==> src/rtl/gen_mem8_resp_if.sv <==
// rtl/gen_mem8_resp_if.sv - dev_* req/ack bus between the arbiter and the 8-bit memory responder
interface gen_mem8_resp_if;
   logic [31:0] dev_addr;
   logic [31:0] dev_wdata;
   logic [3:0]  dev_be;
   logic        dev_wr;
   logic        dev_req;
   logic        dev_ack;
   logic [31:0] dev_rdata;

   modport master (
      output dev_addr, dev_wdata, dev_be, dev_wr, dev_req,
      input  dev_ack, dev_rdata
   );

   modport slave (
      input  dev_addr, dev_wdata, dev_be, dev_wr, dev_req,
      output dev_ack, dev_rdata
   );
endinterface

==> src/rtl/gen_mem8_resp.sv <==
// rtl/gen_mem8_resp.sv - dev_* slave that turns each request into one timed byte access on an async 8-bit SRAM/flash bus
module gen_mem8_resp #(
   parameter int p_awidth = 20,
   parameter int p_tsu    = 1,
   parameter int p_twait  = 4,
   parameter int p_thold  = 1,
   parameter int p_trec   = 1
) (
   input  logic                dev_clk,
   input  logic                dev_rst_n,
   gen_mem8_resp_if.slave      dev,
   output logic [p_awidth-1:0] mem_a,
   output logic [7:0]          mem_dq_o,
   output logic                mem_dq_oe,
   input  logic [7:0]          mem_dq_i,
   output logic                mem_ce_n,
   output logic                mem_oe_n,
   output logic                mem_we_n
);

   localparam logic [2:0] S_IDLE   = 3'd0;
   localparam logic [2:0] S_SETUP  = 3'd1;
   localparam logic [2:0] S_STROBE = 3'd2;
   localparam logic [2:0] S_HOLD   = 3'd3;
   localparam logic [2:0] S_ACK    = 3'd4;
   localparam logic [2:0] S_RECOV  = 3'd5;

   localparam logic [3:0] TSU   = 4'(p_tsu);
   localparam logic [3:0] TWAIT = 4'(p_twait);
   localparam logic [3:0] THOLD = 4'(p_thold);
   localparam logic [3:0] TREC  = 4'(p_trec);
   localparam bit HAS_HOLD = (p_thold > 0);
   localparam bit HAS_REC  = (p_trec > 0);

   logic [2:0]          state_q, state_d;
   logic [3:0]          cnt_q, cnt_d;
   logic                ack_q, ack_d;
   logic [31:0]         rdata_q, rdata_d;
   logic [p_awidth-1:0] a_q, a_d;
   logic [7:0]          dqo_q, dqo_d;
   logic                dqoe_q, dqoe_d;
   logic                ce_n_q, ce_n_d;
   logic                oe_n_q, oe_n_d;
   logic                we_n_q, we_n_d;
   logic                wr_q, wr_d;
   logic                wen_q, wen_d;
   logic [1:0]          lane;

   assign lane = dev.dev_addr[1:0];

   always_comb begin
      state_d = state_q;
      cnt_d   = cnt_q;
      ack_d   = ack_q;
      rdata_d = rdata_q;
      a_d     = a_q;
      dqo_d   = dqo_q;
      dqoe_d  = dqoe_q;
      ce_n_d  = ce_n_q;
      oe_n_d  = oe_n_q;
      we_n_d  = we_n_q;
      wr_d    = wr_q;
      wen_d   = wen_q;
      case (state_q)
         S_IDLE: begin
            if (dev.dev_req) begin
               a_d     = dev.dev_addr[p_awidth-1:0];
               wr_d    = dev.dev_wr;
               dqo_d   = 8'(dev.dev_wdata >> {lane, 3'b000});
               wen_d   = dev.dev_be[lane];
               ce_n_d  = 1'b0;
               dqoe_d  = dev.dev_wr;
               state_d = S_SETUP;
               cnt_d   = TSU;
            end
         end
         S_SETUP: begin
            if (cnt_q <= 4'd1) begin
               state_d = S_STROBE;
               cnt_d   = TWAIT;
               oe_n_d  = wr_q;
               // A masked write still runs full timing, just without WE_n
               we_n_d  = !(wr_q && wen_q);
            end else begin
               cnt_d = cnt_q - 4'd1;
            end
         end
         S_STROBE: begin
            if (cnt_q <= 4'd1) begin
               oe_n_d = 1'b1;
               we_n_d = 1'b1;
               if (!wr_q) rdata_d = {4{mem_dq_i}};
               if (HAS_HOLD) begin
                  state_d = S_HOLD;
                  cnt_d   = THOLD;
               end else begin
                  state_d = S_ACK;
                  cnt_d   = 4'd0;
                  ack_d   = 1'b1;
                  ce_n_d  = 1'b1;
                  dqoe_d  = 1'b0;
               end
            end else begin
               cnt_d = cnt_q - 4'd1;
            end
         end
         S_HOLD: begin
            if (cnt_q <= 4'd1) begin
               state_d = S_ACK;
               cnt_d   = 4'd0;
               ack_d   = 1'b1;
               ce_n_d  = 1'b1;
               dqoe_d  = 1'b0;
            end else begin
               cnt_d = cnt_q - 4'd1;
            end
         end
         S_ACK: begin
            // With no recovery the master's req is already low by the time IDLE samples it
            ack_d = 1'b0;
            if (HAS_REC) begin
               state_d = S_RECOV;
               cnt_d   = TREC;
            end else begin
               state_d = S_IDLE;
               cnt_d   = 4'd0;
            end
         end
         S_RECOV: begin
            if (cnt_q <= 4'd1) begin
               state_d = S_IDLE;
               cnt_d   = 4'd0;
            end else begin
               cnt_d = cnt_q - 4'd1;
            end
         end
         default: begin
            state_d = S_IDLE;
            cnt_d   = 4'd0;
         end
      endcase
   end

   always_ff @(posedge dev_clk or negedge dev_rst_n) begin
      if (!dev_rst_n) begin
         state_q <= S_IDLE;
         cnt_q   <= 4'd0;
         ack_q   <= 1'b0;
         rdata_q <= 32'd0;
         a_q     <= '0;
         dqo_q   <= 8'd0;
         dqoe_q  <= 1'b0;
         ce_n_q  <= 1'b1;
         oe_n_q  <= 1'b1;
         we_n_q  <= 1'b1;
         wr_q    <= 1'b0;
         wen_q   <= 1'b0;
      end else begin
         state_q <= state_d;
         cnt_q   <= cnt_d;
         ack_q   <= ack_d;
         rdata_q <= rdata_d;
         a_q     <= a_d;
         dqo_q   <= dqo_d;
         dqoe_q  <= dqoe_d;
         ce_n_q  <= ce_n_d;
         oe_n_q  <= oe_n_d;
         we_n_q  <= we_n_d;
         wr_q    <= wr_d;
         wen_q   <= wen_d;
      end
   end

   assign dev.dev_ack   = ack_q;
   assign dev.dev_rdata = rdata_q;
   assign mem_a         = a_q;
   assign mem_dq_o      = dqo_q;
   assign mem_dq_oe     = dqoe_q;
   assign mem_ce_n      = ce_n_q;
   assign mem_oe_n      = oe_n_q;
   assign mem_we_n      = we_n_q;

endmodule
==> src/flat_wrapper.sv <==
// flat-port wrapper written by rule: the top's interface ports become plain ports
module gen_mem8_resp_flat 
#(
   parameter int p_awidth = 20,
   parameter int p_tsu    = 1,
   parameter int p_twait  = 4,
   parameter int p_thold  = 1,
   parameter int p_trec   = 1
)
  (dev_clk, dev_rst_n, mem_a, mem_dq_o, mem_dq_oe, mem_dq_i, mem_ce_n, mem_oe_n, mem_we_n, dev_dev_addr, dev_dev_wdata, dev_dev_be, dev_dev_wr, dev_dev_req, dev_dev_ack, dev_dev_rdata);
  gen_mem8_resp_if dev_i ();
  input  logic dev_clk;
  input  logic dev_rst_n;
  output logic [p_awidth-1:0] mem_a;
  output logic [7:0] mem_dq_o;
  output logic mem_dq_oe;
  input  logic [7:0] mem_dq_i;
  output logic mem_ce_n;
  output logic mem_oe_n;
  output logic mem_we_n;
  input wire logic [$bits(dev_i.dev_addr)-1:0] dev_dev_addr;
  input wire logic [$bits(dev_i.dev_wdata)-1:0] dev_dev_wdata;
  input wire logic [$bits(dev_i.dev_be)-1:0] dev_dev_be;
  input wire logic [$bits(dev_i.dev_wr)-1:0] dev_dev_wr;
  input wire logic [$bits(dev_i.dev_req)-1:0] dev_dev_req;
  output wire logic [$bits(dev_i.dev_ack)-1:0] dev_dev_ack;
  output wire logic [$bits(dev_i.dev_rdata)-1:0] dev_dev_rdata;
  assign dev_i.dev_addr = dev_dev_addr;
  assign dev_i.dev_wdata = dev_dev_wdata;
  assign dev_i.dev_be = dev_dev_be;
  assign dev_i.dev_wr = dev_dev_wr;
  assign dev_i.dev_req = dev_dev_req;
  assign dev_dev_ack = dev_i.dev_ack;
  assign dev_dev_rdata = dev_i.dev_rdata;
  gen_mem8_resp #(.p_awidth(p_awidth), .p_tsu(p_tsu), .p_twait(p_twait), .p_thold(p_thold), .p_trec(p_trec)) u_core (.dev_clk(dev_clk), .dev_rst_n(dev_rst_n), .dev(dev_i), .mem_a(mem_a), .mem_dq_o(mem_dq_o), .mem_dq_oe(mem_dq_oe), .mem_dq_i(mem_dq_i), .mem_ce_n(mem_ce_n), .mem_oe_n(mem_oe_n), .mem_we_n(mem_we_n));
endmodule
==> config.mk <==
export PLATFORM = sky130hd
export DESIGN_NAME = gen_mem8_resp_flat
export DESIGN_NICKNAME = d
export VERILOG_FILES = /design/src/rtl/gen_mem8_resp_if.sv /design/src/rtl/gen_mem8_resp.sv /design/src/flat_wrapper.sv
export SDC_FILE = /design/constraint.sdc
export NUM_CORES = 1
export LEC_CHECK = 0
export CORE_AREA = 3 3 90 92
export CTS_CLUSTER_DIAMETER = 30
export DETAILED_ROUTE_END_ITERATION = 6
export DIE_AREA = 0 0 93 95
export PLACE_DENSITY = 0.81
export SYNTH_ARGS = -nofsm -noshare
export SYNTH_HDL_FRONTEND = slang
export SYNTH_SLANG_ARGS = --single-unit
==> constraint.sdc <==
create_clock -name dev_clk -period 1.7 [get_ports dev_clk]
set_input_delay 0.255 -clock dev_clk [delete_from_list [all_inputs] [get_ports dev_clk]]
set_output_delay 0.255 -clock dev_clk [all_outputs]
set_load 0.01 [all_outputs]
==> impl_results.md, run 1 <==
- Drt via density: 4.73
- Slowest-stage cell, CP: dfstp_2
- Startpoint Class: flip-flop
- Combinational power share: 0.561
- Minimum clock period: about 1.7 ns
- Cell internal pwr: 0.00461 W
- Largest net degree at the start of global routing: between 40 and 50
- Sw Ratio: 0.333
- Crit Path Class: reg2out
- Die Width: roughly 93 um
- Mapped Cells: 190
- CTS tree: built
- Fin Hold WS: ~0.38 ns
- Delay-heaviest family, CP: flip-flops
- Die ar.: 8840 um2
- NetSw: 0.00230 W
- Placed Area: approximately 3800 um2
- Top Ports: 145
- CORE AREA: ~7300 um2
- Outcome: completed
- Crit-path cells: clkdlybuf4s50_1
- Design area: ~4000 um2
- Bufs and invs on worst path: 1
- Reg power frac: 0.324
- Clock share of power: 0.115
- Pins Over Slew Limit: 0
- Clock transition at path regs: 0.09 ns
- TNS Setup: 0 ns
- Die Y: about 95 um
- Wire length of the first global-routing pass: 9500 um
- Crit Path Max Fanout: 3
- Worst Reg-to-Reg Cells: 6
- Layout cells sized above 1: 0.257
- Starting Density: 0.339
- Port bufs: between 100 and 150
- HPWL after detailed placement: 4810 um
- Slew HR: 0.797
- DRC: 0
- DRT Wirelength: 6050 um
- Fmax: 0.602 GHz
- Post-route ant nets: 0
- Final Hold Viols: 0
- Average wire per standard cell: 14.8 um
- Tcrit/Tclk final: 0.976
- Synth Area per Inst: between 10 and 15 um2
- WP depth: 1
- Share of the synthesized area in the top cell type: 0.476
- Clk_skew: 0.00709 ns
- Critical path data required time: roughly 1.4 ns
- Placed cell count: 399
- Synth warn: 0
- Largest cells by area after synthesis: dfrtp_1, mux2_2, mux4_2, buf_4, dfstp_2
- Final Wtd Congestion: ~0.86
- Mapped Area: ~2500 um2
- TritonCTS Buffers: 5
- Initial antenna violation count: 0
- P_leak: between 1.5 and 2 nW
- Cell variety after synth: 36
- DRT Pass-1 Iters: 4
- GRT Total Usage: 0.136
- Final setup violation count: 0
- Util after Layout: 0.544
- Worst Max-Slew Pin Slew: between 0.3 and 0.4 ns
- H-tree Lvls: 2
- Final nets: 392
- Sink Count: 50
- Vias in the first global route: 2052
- Max IR drop VDD: 0.695 mV
- Non-filler cells, final: between 400 and 500
- PwrDens: 1740 nW/um2
- Via count: roughly 1900
- DRT iter0 DRCs: 37
- Crit-path max cell delay: 0.56 ns
- Clock Root Buffer: clkbuf_8
- RSZ-0062 raised after global routing: no
- Largest area contributor in the netlist: dfrtp_1
- Longest Clk Path Bufs: 2
- Crit end category: output pin
- Clock Latency Late Sink: 0.30 ns
- Fillcell total: about 650
- Register bit count reported by yosys: 50
- Sequential-to-total area share from yosys stat: 0.508
- # rows: 31
- Remaining global-route overflow: 0
- Critical Path AT: 1.40 ns
- Syn Nets: 272
- HP Class: in2async
- Max cap viols: 0
- Synthesis-to-finish area growth: 60.5%
- Diodes inserted: 0
power by group through the flow:
stage / Sequential, W / Combinational [W] / Clock [W]
final: 0.00224 / 0.00387 / 0.000794
after detailed placement: 0.00226 / 0.00384 / 0
after global routing: 0.00235 / 0.00414 / 0.000860
after CTS: 0.00224 / 0.00385 / 0.000833
after floorplan: 0.00244 / 0.00185 / 0
after global placement: 0.00222 / 0.00374 / 0
metal layers:
| metal | vias up | global-route usage | routed length, um |
|---|---|---|---|
| met2 | 107 | 0.243 | 3070 |
| li1 | 891 | - | - |
| met5 | - | 0 | 0 |
| met1 | 937 | 0.147 | 2240 |
| met3 | 6 | 0.0486 | 663 |
| met4 | 0 | 0.0549 | 78 |
cells in the final DEF, fill, tap and decap left out, types with 2 or more instances in the layout:
| master | instances |
|---|---|
| nand2_1 | 4 |
| nor2_1 | 5 |
| dfstp_2 | 3 |
| mux4_2 | 9 |
| dfrtp_1 | 47 |
| buf_12 | 4 |
| inv_1 | 3 |
| a21o_1 | 2 |
| inv_2 | 3 |
| o21ai_0 | 8 |
| clkbuf_8 | 8 |
| nor2b_1 | 3 |
| buf_4 | 10 |
| clkdlybuf4s50_1 | 130 |
| nor3_1 | 3 |
| mux2_1 | 2 |
| mux2_2 | 36 |
| a21oi_1 | 8 |
cell type report:
cell class,count,area [um2],area share
Timing Repair Buffer,147,1480,0.374
Multi-Input combinational cell,100,970,0.245
Sequential cell,50,1250,0.317
Clock buffer,8,110,0.0278
Tap cell,99,124,0.0312
Inverter,6,22.5,0.00568
flip-flops by register name (all words and copies together), names as in the netlist:
| register | flops |
|---|---|
| u_core.dev.dev_rdata | 8 |
| u_core.mem_a | 20 |
| u_core.cnt_q | 4 |
| u_core.wr_q | 1 |
| u_core.wen_q | 1 |
| u_core.mem_dq_o | 8 |
| u_core.mem_dq_oe | 1 |
| u_core.mem_oe_n | 1 |
| u_core.mem_we_n | 1 |
| u_core.mem_ce_n | 1 |
| u_core.state_q | 3 |
| u_core.dev.dev_ack | 1 |
worst paths after layout:
| kind | startpoint | to | slack [ns] |
|---|---|---|---|
| max | u_core.mem_we_n | mem_we_n | 0.04 |
| min | dev_rst_n | u_core.mem_a[14] | 0.38 |
| max reg2reg | u_core.cnt_q[0] | u_core.dev.dev_rdata[25] | 0.10 |
| min reg2reg | u_core.mem_ce_n | u_core.mem_ce_n | 0.47 |
| max in group asynchronous | dev_rst_n | u_core.mem_ce_n | 0.76 |
| min in group dev_clk | u_core.mem_ce_n | u_core.mem_ce_n | 0.47 |
timing repair:
| action | in CTS | in global routing |
|---|---|---|
| setup buffers | 0 | 2 |
| endpoints found under the setup margin | 0 | 17 |
| hold buffers | 1 | 0 |
| gates resized for setup | 0 | 5 |
| endpoints found under the hold margin | 9 | 0 |
cells in the mapped netlist:
cell      count
dfstp_2       3
o21ai_0       8
a221oi_1      1
inv_2         2
a32oi_1       1
mux4_2        9
a22o_1        1
buf_2         6
clkbuf_1      2
a311oi_1      1
xnor2_1       1
nor2b_1       3
nor3_1        4
a211oi_1      1
or2_2         1
o21a_1        1
mux2_2       36
o211a_1       1
nor4_1        1
or4_4         1
buf_6         1
buf_1         1
dfrtp_1      47
inv_1         4
mux2_1        2
nand3_1       1
and3_1        1
nand2_1       4
ha_1          2
a21oi_1       8
nand2b_1      1
buf_4        24
nor2_1        6
o32ai_2       1
a21o_1        2
nand4_1       1
metrics by stage:
stage                     worst slack, ns  power [W]
final                              0.0402    0.00690
after global routing              0.00262    0.00735
after CTS                        0.000276    0.00693
after detailed placement           -0.112    0.00610
after global placement            -0.0970    0.00596
after floorplan                    0.0327    0.00429
cells by family (layout without fill, tap and decap cells):
family                     after synthesis  in the layout  synth area share
AOI/OAI and AO/OA                       26             26            0.0694
xor gates and xnor gates                 1              1           0.00355
adders and majority gates                2              2            0.0101
buffers and inverters                   40            161             0.103
DFF                                     50             50             0.508
muxes                                   47             47             0.255
and+or+nand+nor                         24             24            0.0502
No activity file was read; power rests on OpenSTA's default activity.
==> run 2, diff against run 1 <==
--- a/config.mk
+++ b/config.mk
@@ -5,11 +5,13 @@
 export SDC_FILE = /design/constraint.sdc
 export NUM_CORES = 1
 export LEC_CHECK = 0
+export CAP_MARGIN = 20
 export CORE_AREA = 3 3 90 92
 export CTS_CLUSTER_DIAMETER = 30
 export DETAILED_ROUTE_END_ITERATION = 6
 export DIE_AREA = 0 0 93 95
 export PLACE_DENSITY = 0.81
+export SETUP_SLACK_MARGIN = 0.2
 export SYNTH_ARGS = -nofsm -noshare
 export SYNTH_HDL_FRONTEND = slang
 export SYNTH_SLANG_ARGS = --single-unit
==> run 2 against run 1 <==
Against the previous run: fmax up 5.8%; first-iteration DRC count rose by 49%; clock-buffer cell count unchanged; core utilization rose by 2.4 points; largest cell class unchanged.
==> impl_results.md, run 2 (synthesized netlist as in run 1, its figures left out) <==
- Combinational power share: 0.583
- Via count: 2010
- Sink Count: 50
- Delay-heaviest family, CP: flip-flops
- Startpoint Class: flip-flop
- HP Class: in2async
- P_leak: 1.88 nW
- Largest net degree at the start of global routing: 39
- RSZ-0062 raised after global routing: yes
- Clock Root Buffer: clkbuf_8
- Fmax: 0.638 GHz
- Minimum clock period: 1.57 ns
- Crit Path Max Fanout: 5
- Die Y: between 90 and 100 um
- Final Wtd Congestion: 0.815
- DRT Wirelength: 6560 um
- Clock Latency Late Sink: 0.30 ns
- Pins Over Slew Limit: 0
- Remaining global-route overflow: 0
- Worst Max-Slew Pin Slew: 0.416 ns
- Max IR drop VDD: 0.771 mV
- Average wire per standard cell: roughly 16 um
- Sw Ratio: 0.354
- TritonCTS Buffers: 5
- Longest Clk Path Bufs: 2
- Bufs and invs on worst path: 2
- Synthesis-to-finish area growth: 67.6%
- Start point of the critical path: u_core.cnt_q[0]
- Fillcell total: 642
- Outcome: completed
- Top Ports: about 150
- DRT iter0 DRCs: 55
- Starting Density: 0.339
- Slew HR: 0.721
- GRT Total Usage: 0.143
- Commonest cells after routing, fill and taps aside: clkdlybuf4s50_1, dfrtp_1, mux2_2
- Fin Hold WS: between 0.4 and 0.5 ns
- Final Hold Viols: 0
- CTS tree: built
- Max reg flops: 20
- TNS Setup: 0 ns
- R2r startpoint: u_core.cnt_q[0]
- DRC: 0
- Crit-path max cell delay: about 0.44 ns
- HPWL after detailed placement: 4920 um
- Drt via density: 4.75
- Critical Path AT: 1.75 ns
- # rows: 31
- CORE AREA: between 7000 and 8000 um2
- Cell internal pwr: 0.00448 W
- Diodes inserted: 0
- Final nets: 405
- Slowest-stage cell, CP: dfrtp_2
- Die Width: 93 um
- Clock share of power: 0.096
- Port bufs: about 130
- Die ar.: around 9000 um2
- DRT Pass-1 Iters: 4
- Most common cell after layout, fill and taps aside: clkdlybuf4s50_1
- Wire length of the first global-routing pass: 10000 um
- Post-route ant nets: 0
- Final setup violation count: 0
- Crit end category: flip-flop
- PwrDens: 1680 nW/um2
- Crit Path Class: reg2reg
- Layout cells sized above 1: 0.306
- Crit-path cells: inv_2 > ha_4 > nor2_4 > nor3_4 > buf_4 > o21ai_0 > a221oi_1
- Max cap viols: 0
- H-tree Lvls: 2
- Clock transition at path regs: 0.08 ns
- Reg power frac: 0.321
- NetSw: roughly 0.0025 W
- Tcrit/Tclk final: 0.922
- Vias in the first global route: 2126
- Initial antenna violation count: 0
- Clk_skew: 0.00674 ns
- Critical path data required time: between 1.5 and 2 ns
[run 2: cell types whose count changed in the layout (fill, tap and decap cells not counted), sizes merged]
cell,before,now
dlygate4sd2,0,34
buf,15,26
bufbuf,0,1
clkdlybuf4s50,130,83
dlymetal6s2s,1,14
clkbuf,8,9
[run 2: power groups by stage]
stage	clock network, W	logic [W]	registers [W]
after floorplan	0	0.00193	0.00245
after global placement	0	0.00377	0.00224
after detailed placement	0	0.00387	0.00229
after CTS	0.000687	0.00389	0.00224
after global routing	0.000731	0.00435	0.00232
final	0.000666	0.00405	0.00223
[run 2: final cells by class]
type                    instances  area [um2]  area share
repair buffers                160        1620       0.390
well taps                      99         124      0.0299
inverters                       6        22.5     0.00544
clock buffers                   8        80.1      0.0193
flip-flops and latches         50        1260       0.303
multi-input cells             100        1040       0.251
[run 2: path summary, 6_finish.rpt]
kind                                      to  slack, ns  cells past startpoint
max                        u_core.state_q[0]       0.13                      7
min                         u_core.mem_a[14]       0.40                      2
max in group asynchronous    u_core.mem_we_n       0.73                      3
max reg2reg                u_core.state_q[0]       0.13                      7
min in group dev_clk         u_core.mem_ce_n       0.47                      2
min reg2reg                  u_core.mem_ce_n       0.47                      2
[run 2: metal layers]
metal  wire length, um  share of wire  track usage  up-vias
met5                 0              0            0        -
met1              2510           0.38        0.155      986
met3               615          0.094       0.0518        7
met4                51         0.0078       0.0293        0
li1                  -              -            -      921
met2              3390           0.52        0.268       96
[run 2: what timing repair did]
item / in CTS / in global routing
setup buffers: 9 / 4
pin swaps: 3 / 0
cloned: 2 / 1
hold endpoints to repair: 12 / 0
setup endpoints to repair: 81 / 63
hold buffers: 1 / 0
resized for setup: 42 / 27
[run 2: metrics by stage]
step	total power, W	instance area (um2)	utilization	cells	setup slack [ns]
4_1_cts	0.00682	4010	0.550	418	0.128
3_5_place_dp	0.00616	3830	0.526	398	-0.119
3_3_place_gp	0.00601	3830	0.526	398	-0.104
5_1_grt	0.00740	4140	0.568	423	0.0396
6_report	0.00694	4140	0.568	423	0.132
2_1_floorplan	0.00438	2510	-	190	0.0406
